### src/rtl/fp_accum_pkg.sv
// Shared types, constants and helpers for the fp_accum accumulator.
package fp_accum_pkg;

    typedef enum logic [1:0] {
        IDLE  = 2'd0,
        ACCUM = 2'd1,
        DONE  = 2'd2
    } accum_state_t;

    localparam logic [31:0] FP_POS_INF = 32'h7F800000;
    localparam logic [7:0]  FP_EXP_MAX = 8'hFF;

    // Exponent field of zero covers both +/-0 and denormals; the
    // accumulator skips every such term.
    function automatic logic fp_is_zero(input logic [31:0] x);
        return (x[30:23] == 8'h00);
    endfunction

endpackage

### src/rtl/fp_accum_if.sv
// Job, term and result handshake bundle between a producer/consumer and fp_accum.
interface fp_accum_if #(
    parameter int unsigned COUNT_W = 8
) ();

    logic               start;
    logic [COUNT_W-1:0] len;
    logic               in_valid;
    logic               in_ready;
    logic [31:0]        in_data;
    logic               out_valid;
    logic               out_ready;
    logic [31:0]        out_sum;
    logic               ovf;
    logic               busy;

    // Producer of jobs/terms and consumer of results.
    modport master (
        output start, len, in_valid, in_data, out_ready,
        input  in_ready, out_valid, out_sum, ovf, busy
    );

    // The accumulator itself.
    modport slave (
        input  start, len, in_valid, in_data, out_ready,
        output in_ready, out_valid, out_sum, ovf, busy
    );

endinterface

### src/rtl/fp_accum_fpadd.sv
// Combinational adder for two positive, normalised single-precision values.
// Alignment shifts truncate, and there is no rounding. The exponent is kept
// to 8 bits, so a carry out of 0xFE shows as 0xFF and one out of 0xFF wraps
// to 0x00; the caller relies on both signatures to detect overflow.
module fpadd (
    input  logic [31:0] i_a,
    input  logic [31:0] i_b,
    output logic [31:0] o_y
);

    logic        w_a_big;
    logic [30:0] w_big;
    logic [30:0] w_small;
    logic [7:0]  w_exp_diff;
    logic [23:0] w_mant_big;
    logic [23:0] w_mant_small;
    logic [24:0] w_mant_sum;
    logic [7:0]  w_exp_out;
    logic [22:0] w_frac_out;
    logic [1:0]  w_unused_signs;

    assign w_unused_signs = {i_a[31], i_b[31]};

    // Align the smaller operand to the larger, add mantissas, renormalise on carry.
    always_comb begin
        w_a_big      = (i_a[30:0] >= i_b[30:0]);
        w_big        = w_a_big ? i_a[30:0] : i_b[30:0];
        w_small      = w_a_big ? i_b[30:0] : i_a[30:0];
        w_exp_diff   = w_big[30:23] - w_small[30:23];
        w_mant_big   = {1'b1, w_big[22:0]};
        w_mant_small = {1'b1, w_small[22:0]} >> w_exp_diff;
        w_mant_sum   = {1'b0, w_mant_big} + {1'b0, w_mant_small};
        if (w_mant_sum[24]) begin
            w_frac_out = w_mant_sum[23:1];
            w_exp_out  = w_big[30:23] + 8'd1;
        end else begin
            w_frac_out = w_mant_sum[22:0];
            w_exp_out  = w_big[30:23];
        end
        o_y = {1'b0, w_exp_out, w_frac_out};
    end

endmodule

### src/rtl/fp_accum.sv
// Length-prefixed single-precision accumulator. Owns the running sum, feeds it
// back through the combinational fpadd each cycle, and delivers one saturating
// result per job over a ready/valid output.
module fp_accum
    import fp_accum_pkg::*;
#(
    parameter int unsigned COUNT_W = 8
) (
    input  logic        clk,
    input  logic        reset,
    fp_accum_if.slave   bus
);

    accum_state_t       r_state;
    accum_state_t       w_state_nxt;
    logic [31:0]        r_acc;
    logic [31:0]        w_acc_nxt;
    logic               r_ovf;
    logic               w_ovf_nxt;
    logic               r_acc_empty;
    logic               w_acc_empty_nxt;
    logic [COUNT_W-1:0] r_remaining;
    logic [COUNT_W-1:0] w_remaining_nxt;

    logic [31:0]        w_term;
    logic [31:0]        w_add_sum;
    logic [7:0]         w_sum_exp;
    logic               w_sat;
    logic               w_in_ready;
    logic               w_out_valid;
    logic               w_busy;
    logic               w_unused_sign;

    assign w_unused_sign = bus.in_data[31];
    assign w_term        = {1'b0, bus.in_data[30:0]};

    fpadd u_fpadd (
        .i_a (r_acc),
        .i_b (w_term),
        .o_y (w_add_sum)
    );

    // A result exponent of 0xFF, or one that wrapped below the running
    // exponent, means the true sum no longer fits.
    assign w_sum_exp = w_add_sum[30:23];
    assign w_sat     = (w_sum_exp == FP_EXP_MAX) || (w_sum_exp < r_acc[30:23]);

    // State register and accumulator datapath registers.
    always_ff @(posedge clk) begin
        if (!reset) begin
            r_state     <= IDLE;
            r_acc       <= '0;
            r_ovf       <= 1'b0;
            r_acc_empty <= 1'b1;
            r_remaining <= '0;
        end else begin
            r_state     <= w_state_nxt;
            r_acc       <= w_acc_nxt;
            r_ovf       <= w_ovf_nxt;
            r_acc_empty <= w_acc_empty_nxt;
            r_remaining <= w_remaining_nxt;
        end
    end

    // Next-state, next-datapath and state-decoded handshake outputs.
    always_comb begin
        w_state_nxt     = r_state;
        w_acc_nxt       = r_acc;
        w_ovf_nxt       = r_ovf;
        w_acc_empty_nxt = r_acc_empty;
        w_remaining_nxt = r_remaining;
        w_in_ready      = (r_state == ACCUM);
        w_out_valid     = (r_state == DONE);
        w_busy          = (r_state != IDLE);

        case (r_state)
            IDLE: begin
                if (bus.start) begin
                    w_acc_nxt       = '0;
                    w_ovf_nxt       = 1'b0;
                    w_acc_empty_nxt = 1'b1;
                    w_remaining_nxt = bus.len;
                    w_state_nxt     = (bus.len != '0) ? ACCUM : DONE;
                end
            end
            ACCUM: begin
                if (bus.in_valid) begin
                    w_remaining_nxt = r_remaining - COUNT_W'(1);
                    // Once saturated the sum is frozen; zero/denormal terms
                    // are counted but never touch the sum.
                    if (!r_ovf && !fp_is_zero(w_term)) begin
                        if (r_acc_empty) begin
                            w_acc_nxt       = w_term;
                            w_acc_empty_nxt = 1'b0;
                        end else if (w_sat) begin
                            w_acc_nxt = FP_POS_INF;
                            w_ovf_nxt = 1'b1;
                        end else begin
                            w_acc_nxt = w_add_sum;
                        end
                    end
                    if (r_remaining == COUNT_W'(1)) begin
                        w_state_nxt = DONE;
                    end
                end
            end
            DONE: begin
                if (bus.out_ready) begin
                    w_state_nxt = IDLE;
                end
            end
            default: begin
                w_state_nxt = IDLE;
            end
        endcase
    end

    assign bus.in_ready  = w_in_ready;
    assign bus.out_valid = w_out_valid;
    assign bus.busy      = w_busy;
    assign bus.out_sum   = r_acc;
    assign bus.ovf       = r_ovf;

endmodule

### src/flat_wrapper.sv
// flat-port wrapper written by rule: the top's interface ports become plain ports
module fp_accum_flat import fp_accum_pkg::*;
#(
    parameter int unsigned COUNT_W = 8
)
  (clk, reset, bus_start, bus_len, bus_in_valid, bus_in_data, bus_out_ready, bus_in_ready, bus_out_valid, bus_out_sum, bus_ovf, bus_busy);
  fp_accum_if #(.COUNT_W(COUNT_W)) bus_i ();
  input  logic clk;
  input  logic reset;
  input wire logic [$bits(bus_i.start)-1:0] bus_start;
  input wire logic [$bits(bus_i.len)-1:0] bus_len;
  input wire logic [$bits(bus_i.in_valid)-1:0] bus_in_valid;
  input wire logic [$bits(bus_i.in_data)-1:0] bus_in_data;
  input wire logic [$bits(bus_i.out_ready)-1:0] bus_out_ready;
  output wire logic [$bits(bus_i.in_ready)-1:0] bus_in_ready;
  output wire logic [$bits(bus_i.out_valid)-1:0] bus_out_valid;
  output wire logic [$bits(bus_i.out_sum)-1:0] bus_out_sum;
  output wire logic [$bits(bus_i.ovf)-1:0] bus_ovf;
  output wire logic [$bits(bus_i.busy)-1:0] bus_busy;
  assign bus_i.start = bus_start;
  assign bus_i.len = bus_len;
  assign bus_i.in_valid = bus_in_valid;
  assign bus_i.in_data = bus_in_data;
  assign bus_i.out_ready = bus_out_ready;
  assign bus_in_ready = bus_i.in_ready;
  assign bus_out_valid = bus_i.out_valid;
  assign bus_out_sum = bus_i.out_sum;
  assign bus_ovf = bus_i.ovf;
  assign bus_busy = bus_i.busy;
  fp_accum #(.COUNT_W(COUNT_W)) u_core (.clk(clk), .reset(reset), .bus(bus_i));
endmodule
### config.mk
export PLATFORM = sky130hd
export DESIGN_NAME = fp_accum_flat
export DESIGN_NICKNAME = d
export VERILOG_FILES = /design/src/rtl/fp_accum_pkg.sv /design/src/rtl/fp_accum_if.sv /design/src/rtl/fp_accum_fpadd.sv /design/src/rtl/fp_accum.sv /design/src/flat_wrapper.sv
export SDC_FILE = /design/constraint.sdc
export NUM_CORES = 1
export LEC_CHECK = 0
export CORE_MARGIN = 2
export CORE_UTILIZATION = 50
export CTS_CLUSTER_SIZE = 12
export DETAILED_ROUTE_END_ITERATION = 10
export DONT_BUFFER_PORTS = 1
export HOLD_SLACK_MARGIN = 0.12
export PLACE_DENSITY = 0.72
export SLEW_MARGIN = 10
export SYNTH_ARGS = -nofsm -noshare
export SYNTH_HDL_FRONTEND = slang
export SYNTH_SLANG_ARGS = --single-unit
### constraint.sdc
create_clock -name clk -period 9.6 [get_ports clk]
set_input_delay 0.96 -clock clk [delete_from_list [all_inputs] [get_ports clk]]
set_output_delay 0.96 -clock clk [all_outputs]
set_load 0.03 [all_outputs]
======== After elaboration in Yosys (flattened, before gate mapping) ========
Index checks and enable logic that the tools add are counted.
cells by class
  add/sub/neg operators ................... 4
  magnitude comparators ................... 2
  equality and inequality tests ........... 11
  shifts and indexed selects .............. 1
  multiplexer cells ....................... 29
  reductions and logical operators ........ 13
operators with widths
  kind                 number
  $mux 32              4
  $mux 31              3
  $pmux 32 s2          1
  $ge 31x31->1         1
  $add 24x24->25       1
  $mux 8               3
  $shr 24x8->24        1
  $mux 23              1
  $pmux 8 s2           1
  $mux 2               5
  $add 8x1->8 const B  1
  $eq 8x1->1 const B   1
  $eq 8x8->1 const B   1
  $logic_not 8->1      1
  $lt 8x8->1           1
  $mux 1               8
  $ne 2x2->1 const B   4
  $reduce_and 4->1     2
  $reduce_bool 8->1    1
  $sub 8x1->8 const B  1
  $sub 8x8->8          1
  $ne 2x1->1 const B   3
  $pmux 2 s3           1
  $reduce_and 6->1     1
  other kinds (9)      12
word-level totals
  flip-flop bits (word level) ............. 44
  output and inout bits ................... 36

======== Longest topological paths before layout ========
  word-level depth ........................ 13
  mapped depth ............................ 48

======== Hierarchy ========
From an unflattened synthesis, not the netlist that was laid out.
second synthesis, totals
  cell total of the unflattened synthesis .. 951
  area total of the unflattened synthesis .. 7384.6 um^2
by module, submodules not included
  module    times used  cells each  area each (um^2)  seq. area each (um^2)
  fpadd     1           654         4785.8            0.0
  fp_accum  1           297         2598.7            880.8

======== Worst setup path before layout ========
No wires, ideal clock.
  path kind ............................... input -> register
  start ................................... input port bus_in_data[26]
  end ..................................... register u_core.r_acc[14], in the netlist u_core.bus.out_sum[14]
  library setup time ...................... 0.061 ns
  data arrival time ....................... 10.230 ns
  slack ................................... -0.690 ns
  stages .................................. 45
  buffers on the path ..................... 9
  cells stage by stage .................... clkbuf_1 inv_1 ha_1 buf_4 nand4_4 nor4_4 nand2_2 o2111a_2 nand2_1 clkbuf_1 clkbuf_1 mux2i_1 ha_1 o311ai_0 or2_2 clkbuf_1 clkbuf_1 mux2i_1 (+9 left out) and3b_1 nor2_1 a31oi_1 nand2_1 o21ai_1 and2_4 buf_6 clkbuf_1 nor2_1 xnor2_1 ha_1 o21ai_0 a221oi_1 nor2_1 a211oi_2 a21boi_4 buf_6 a32o_1
between the ends
  word-level cells in the longest chain between the ends .. 13
  elaborated cells on any way between the ends .. 22
  classes of those cells .................. 3 x add/sub; 2 x order compare; 2 x eq/ne; 1 x shift; 9 x mux; 5 x reduce/logical
RTL lines
  item                                             line                                        source
  start, declared                                  flat_wrapper.sv:13                          input wire logic [$bits(bus_i.in_data)-1:0] bus_in_data;
  $ge 31x31->1                                     fp_accum_fpadd.sv:26                        w_a_big = (i_a[30:0] >= i_b[30:0]);
  $mux 31 (on tied branches)                       fp_accum_fpadd.sv:27, fp_accum_fpadd.sv:28
  $sub 8x8->8                                      fp_accum_fpadd.sv:29                        w_exp_diff = w_big[30:23] - w_small[30:23];
  $shr 24x8->24                                    fp_accum_fpadd.sv:31                        w_mant_small = {1'b1, w_small[22:0]} >> w_exp_diff;
  $add 24x24->25                                   fp_accum_fpadd.sv:32                        w_mant_sum = {1'b0, w_mant_big} + {1'b0, w_mant_small};
  $mux 8                                           fp_accum_fpadd.sv:33                        if (w_mant_sum[24]) begin
  $lt 8x8->1 / $eq 8x8->1 (equally long branches)  fp_accum.sv:46                              assign w_sat = (w_sum_exp == FP_EXP_MAX) || (w_sum_exp < r_acc[30:23]);
  $logic_or 1x1->1                                 fp_accum.sv:46
  $mux 31                                          fp_accum.sv:95                              end else if (w_sat) begin
  $mux 32                                          fp_accum.sv:92                              if (r_acc_empty) begin
  $mux 32                                          fp_accum.sv:91                              if (!r_ovf && !fp_is_zero(w_term)) begin
  $mux 32                                          fp_accum.sv:87                              if (bus.in_valid) begin
  $pmux 32 s2                                      fp_accum.sv:76                              case (r_state)
  end signal, assigned                             fp_accum.sv:58                              r_acc <= w_acc_nxt;
  end, declared                                    fp_accum.sv:16                              logic [31:0] r_acc;
Several ways; a longest one is shown, not always the timed one. The select of a mux whose other input is x is not followed.
A chain may end at the register's enable or synchronous reset.

======== Final worst setup path ========
  start ................................... input port bus_in_data[25]
  end ..................................... register u_core.r_acc[5], in the netlist u_core.bus.out_sum[5]
The elaborated chain is that of the path after synthesis.

==> reports/results.tsv <==
metric	value	unit
end_kind	register	
async_reset_ff_share	0	%
drv_cap	0	
grt_pass1_vias	6697	
ys_seq_area_share	12.33	%
dp.cells	1161	
routabilityCongestion	1.001	
port_buffers	0	
vdd_drop_max	0.08042	mV
rsz0062_at_grt	false	
status	complete, no violations	
setup_violations	0	
clk_pin_slew_worst_paths	0.07	ns
hold_violations	0	
critPathSlowestCell	fa_1	
setup-tns-final	0	ns
grt_usage	28.39	%
wl_per_cell	18.30	µm
critPathMaxStageDelay	0.40	ns
drive_above_1_share	9.919	%
ant_nets	0	
areaGrowthSynthToFinish	7.401	%
period_minus_slack	9.065	ns
antenna_found_initial	0	
hpwl	16.50	mm
cts-htree-levels	2	
num_rows	43	
synth.avg_cell_area	7.010	µm²
hp-class	register to register	
required	9.78	ns
finalNetCount	1099	
ios	81	
synthCells	996	
clock_latency	0.30	ns
die_y	122.2	µm
cts_hold_buf	0	
worstSetupPathType	input pin to register	
cts_sinks	43	
yosysUniqueCellTypes	85	
ys_ff_latch	43	
clock_skew	0.009108	ns
leakage	0.003155	µW
synth_ff_type	dfxtp_1	
cts_buffer_depth	2	
drt_iter0_markers	730	
fill_cells	1427	
wl	21.38	mm
slew_violations	0	
dieArea	14920	µm²
cts_made_buffers	5	
vias_per_cell	6.326	
layoutNonFillerInstCount	1168	
power_density	110.5	nW/µm²
cts-root-buf	clkbuf_16	
overflow	0	
period_share	94.43	%
synth_edf_count	0	
startpoint_type	input pin	
grt_pass1_wl	34.34	mm
fmax	110.3	MHz
synth_fp_nets	1107	
drtPass1Iterations	6	
core	13770	µm²
worstPathArrival	9.25	ns
synthesis.area	6982	µm²
slew_headroom	23.09	%
start_util	50.69	%
tightest_slew	1.149	ns
grt_max_degree	62	
fp.dieW	122.2	µm
via_count	7389	
crit_path_max_fanout	24	
cts_tree	yes	
remaining_drc_errors	0	
synth_warnings	0	
n_antenna_cell	0	
cell families after synthesis:
| logic type | synth area share (%) |
|---|---|
| other | 0.05371 |
| AO/OA/AOI/OAI | 30.66 |
| XOR/XNOR | 3.512 |
| flip-flops | 12.33 |
| adder cells (fa/ha/maj) | 11.94 |
| buffers and inverters | 7.401 |
| multiplexers | 10.91 |
| AND/OR/NAND/NOR | 23.19 |
timing repair:
action | 4_1_cts | 5_1_grt
buffers inserted | 0 | 0
endpoints found under the setup margin | 0 | 27
resized for setup | 0 | 3
critical path: cells and delay by family:
kind	cells	cell delay [ns]
adders and majority gates	5	1.47
buffers and inverters	2	0.24
muxes	3	0.76
and+or+nand+nor	14	2.22
AOI/OAI and AO/OA	16	3.41
xor gates and xnor gates	1	0.16
sequential cells by signal (all words and copies together) (netlist names):
register and flops:
u_core.bus.out_sum 31, u_core.r_remaining 8, u_core.r_state 2, u_core.bus.ovf 1
u_core.r_acc_empty 1
Yosys cell counts, types with 7 or more instances:
cell	number	area share (%)
a211oi_1	13	1.4
nor4_1	9	0.81
clkbuf_1	42	2.3
nor2_1	75	4.0
nand2_1	133	7.2
a21o_1	13	1.4
o21ai_0	91	6.5
a31oi_1	18	1.6
xnor2_1	23	2.9
a32o_1	24	3.4
inv_1	57	3.1
mux2_2	13	2.1
o21a_1	7	0.75
nor3_1	25	1.8
and2_1	13	1.2
a21oi_1	86	6.2
nand2b_1	16	1.4
mux2i_1	57	8.2
ha_1	65	12
nand3_1	21	1.5
o22ai_1	9	0.81
nor2b_1	12	1.1
dfxtp_1	43	12
where the power goes:
group | internal (µW) | leakage [µW] | switching [µW] | total (µW)
Clock | 122 | 0.0000759 | 79.7 | 201
Sequential | 190 | 0.000350 | 21.3 | 212
Combinational | 158 | 0.00273 | 258 | 416
Total | 470 | 0.00316 | 359 | 829
final cells by class:
cell class	count	area (µm²)	area share, %
multi-input combinational	832	5645	75.29
sequential	43	860.8	11.48
timing repair buffer	45	375.4	5.006
inverter	61	229.0	3.054
tap	180	225.2	3.004
clock buffer	5	125.1	1.669
clock inverter	2	37.54	0.5006
per-stage QoR:
stage	total power (µW)	cell area (µm²)	util (%)	worst slack, ns	hold slack, ns
6_report	828.9	7498	54.44	0.5345	0.4794
5_1_grt	879.8	7498	54.44	0.01490	0.5147
3_3_place_gp	620.0	7321	53.15	0.2298	0.4672
3_5_place_dp	621.6	7321	53.15	0.1310	0.4698
4_1_cts	824.6	7483	54.33	0.3893	0.4804
2_1_floorplan	526.9	6989	-	0.07563	0.4535
layer usage:
metal	global-route usage, %	up-vias	routed length, µm
met4	7.112	0	391
met5	0	-	0
met3	3.839	33	1524
met1	41.06	3444	9926
li1	-	3627	-
met2	44.34	285	9535
cells in the final DEF, fill, tap and decap left out, drive strengths merged, types with 12 or more instances in the layout:
master  instances
nand2         134
o21ai          95
a21oi          87
nor2           75
ha             65
inv            58
mux2i          57
buf            45
dfxtp          43
nor3           26
a32o           24
xnor2          23
nand3          21
a31oi          18
nand2b         16
and2           15
a211oi         15
a21o           14
mux2           13
nor2b          12
final timing paths:
path                                                      endpoint  slack (ns)  cells after the start                          startpoint
worst max-delay path            u_core.bus.out_sum[5]$_SDFFE_PN0P_        0.53                     41                     bus_in_data[25]
worst min-delay path            u_core.r_remaining[5]$_SDFFE_PN0P_        0.48                      2  u_core.r_remaining[5]$_SDFFE_PN0P_
worst max register to register  u_core.bus.out_sum[5]$_SDFFE_PN0P_        0.67                     40  u_core.bus.out_sum[2]$_SDFFE_PN0P_
worst min register to register  u_core.r_remaining[5]$_SDFFE_PN0P_        0.48                      2  u_core.r_remaining[5]$_SDFFE_PN0P_
Power figures use the tool's default switching activity.
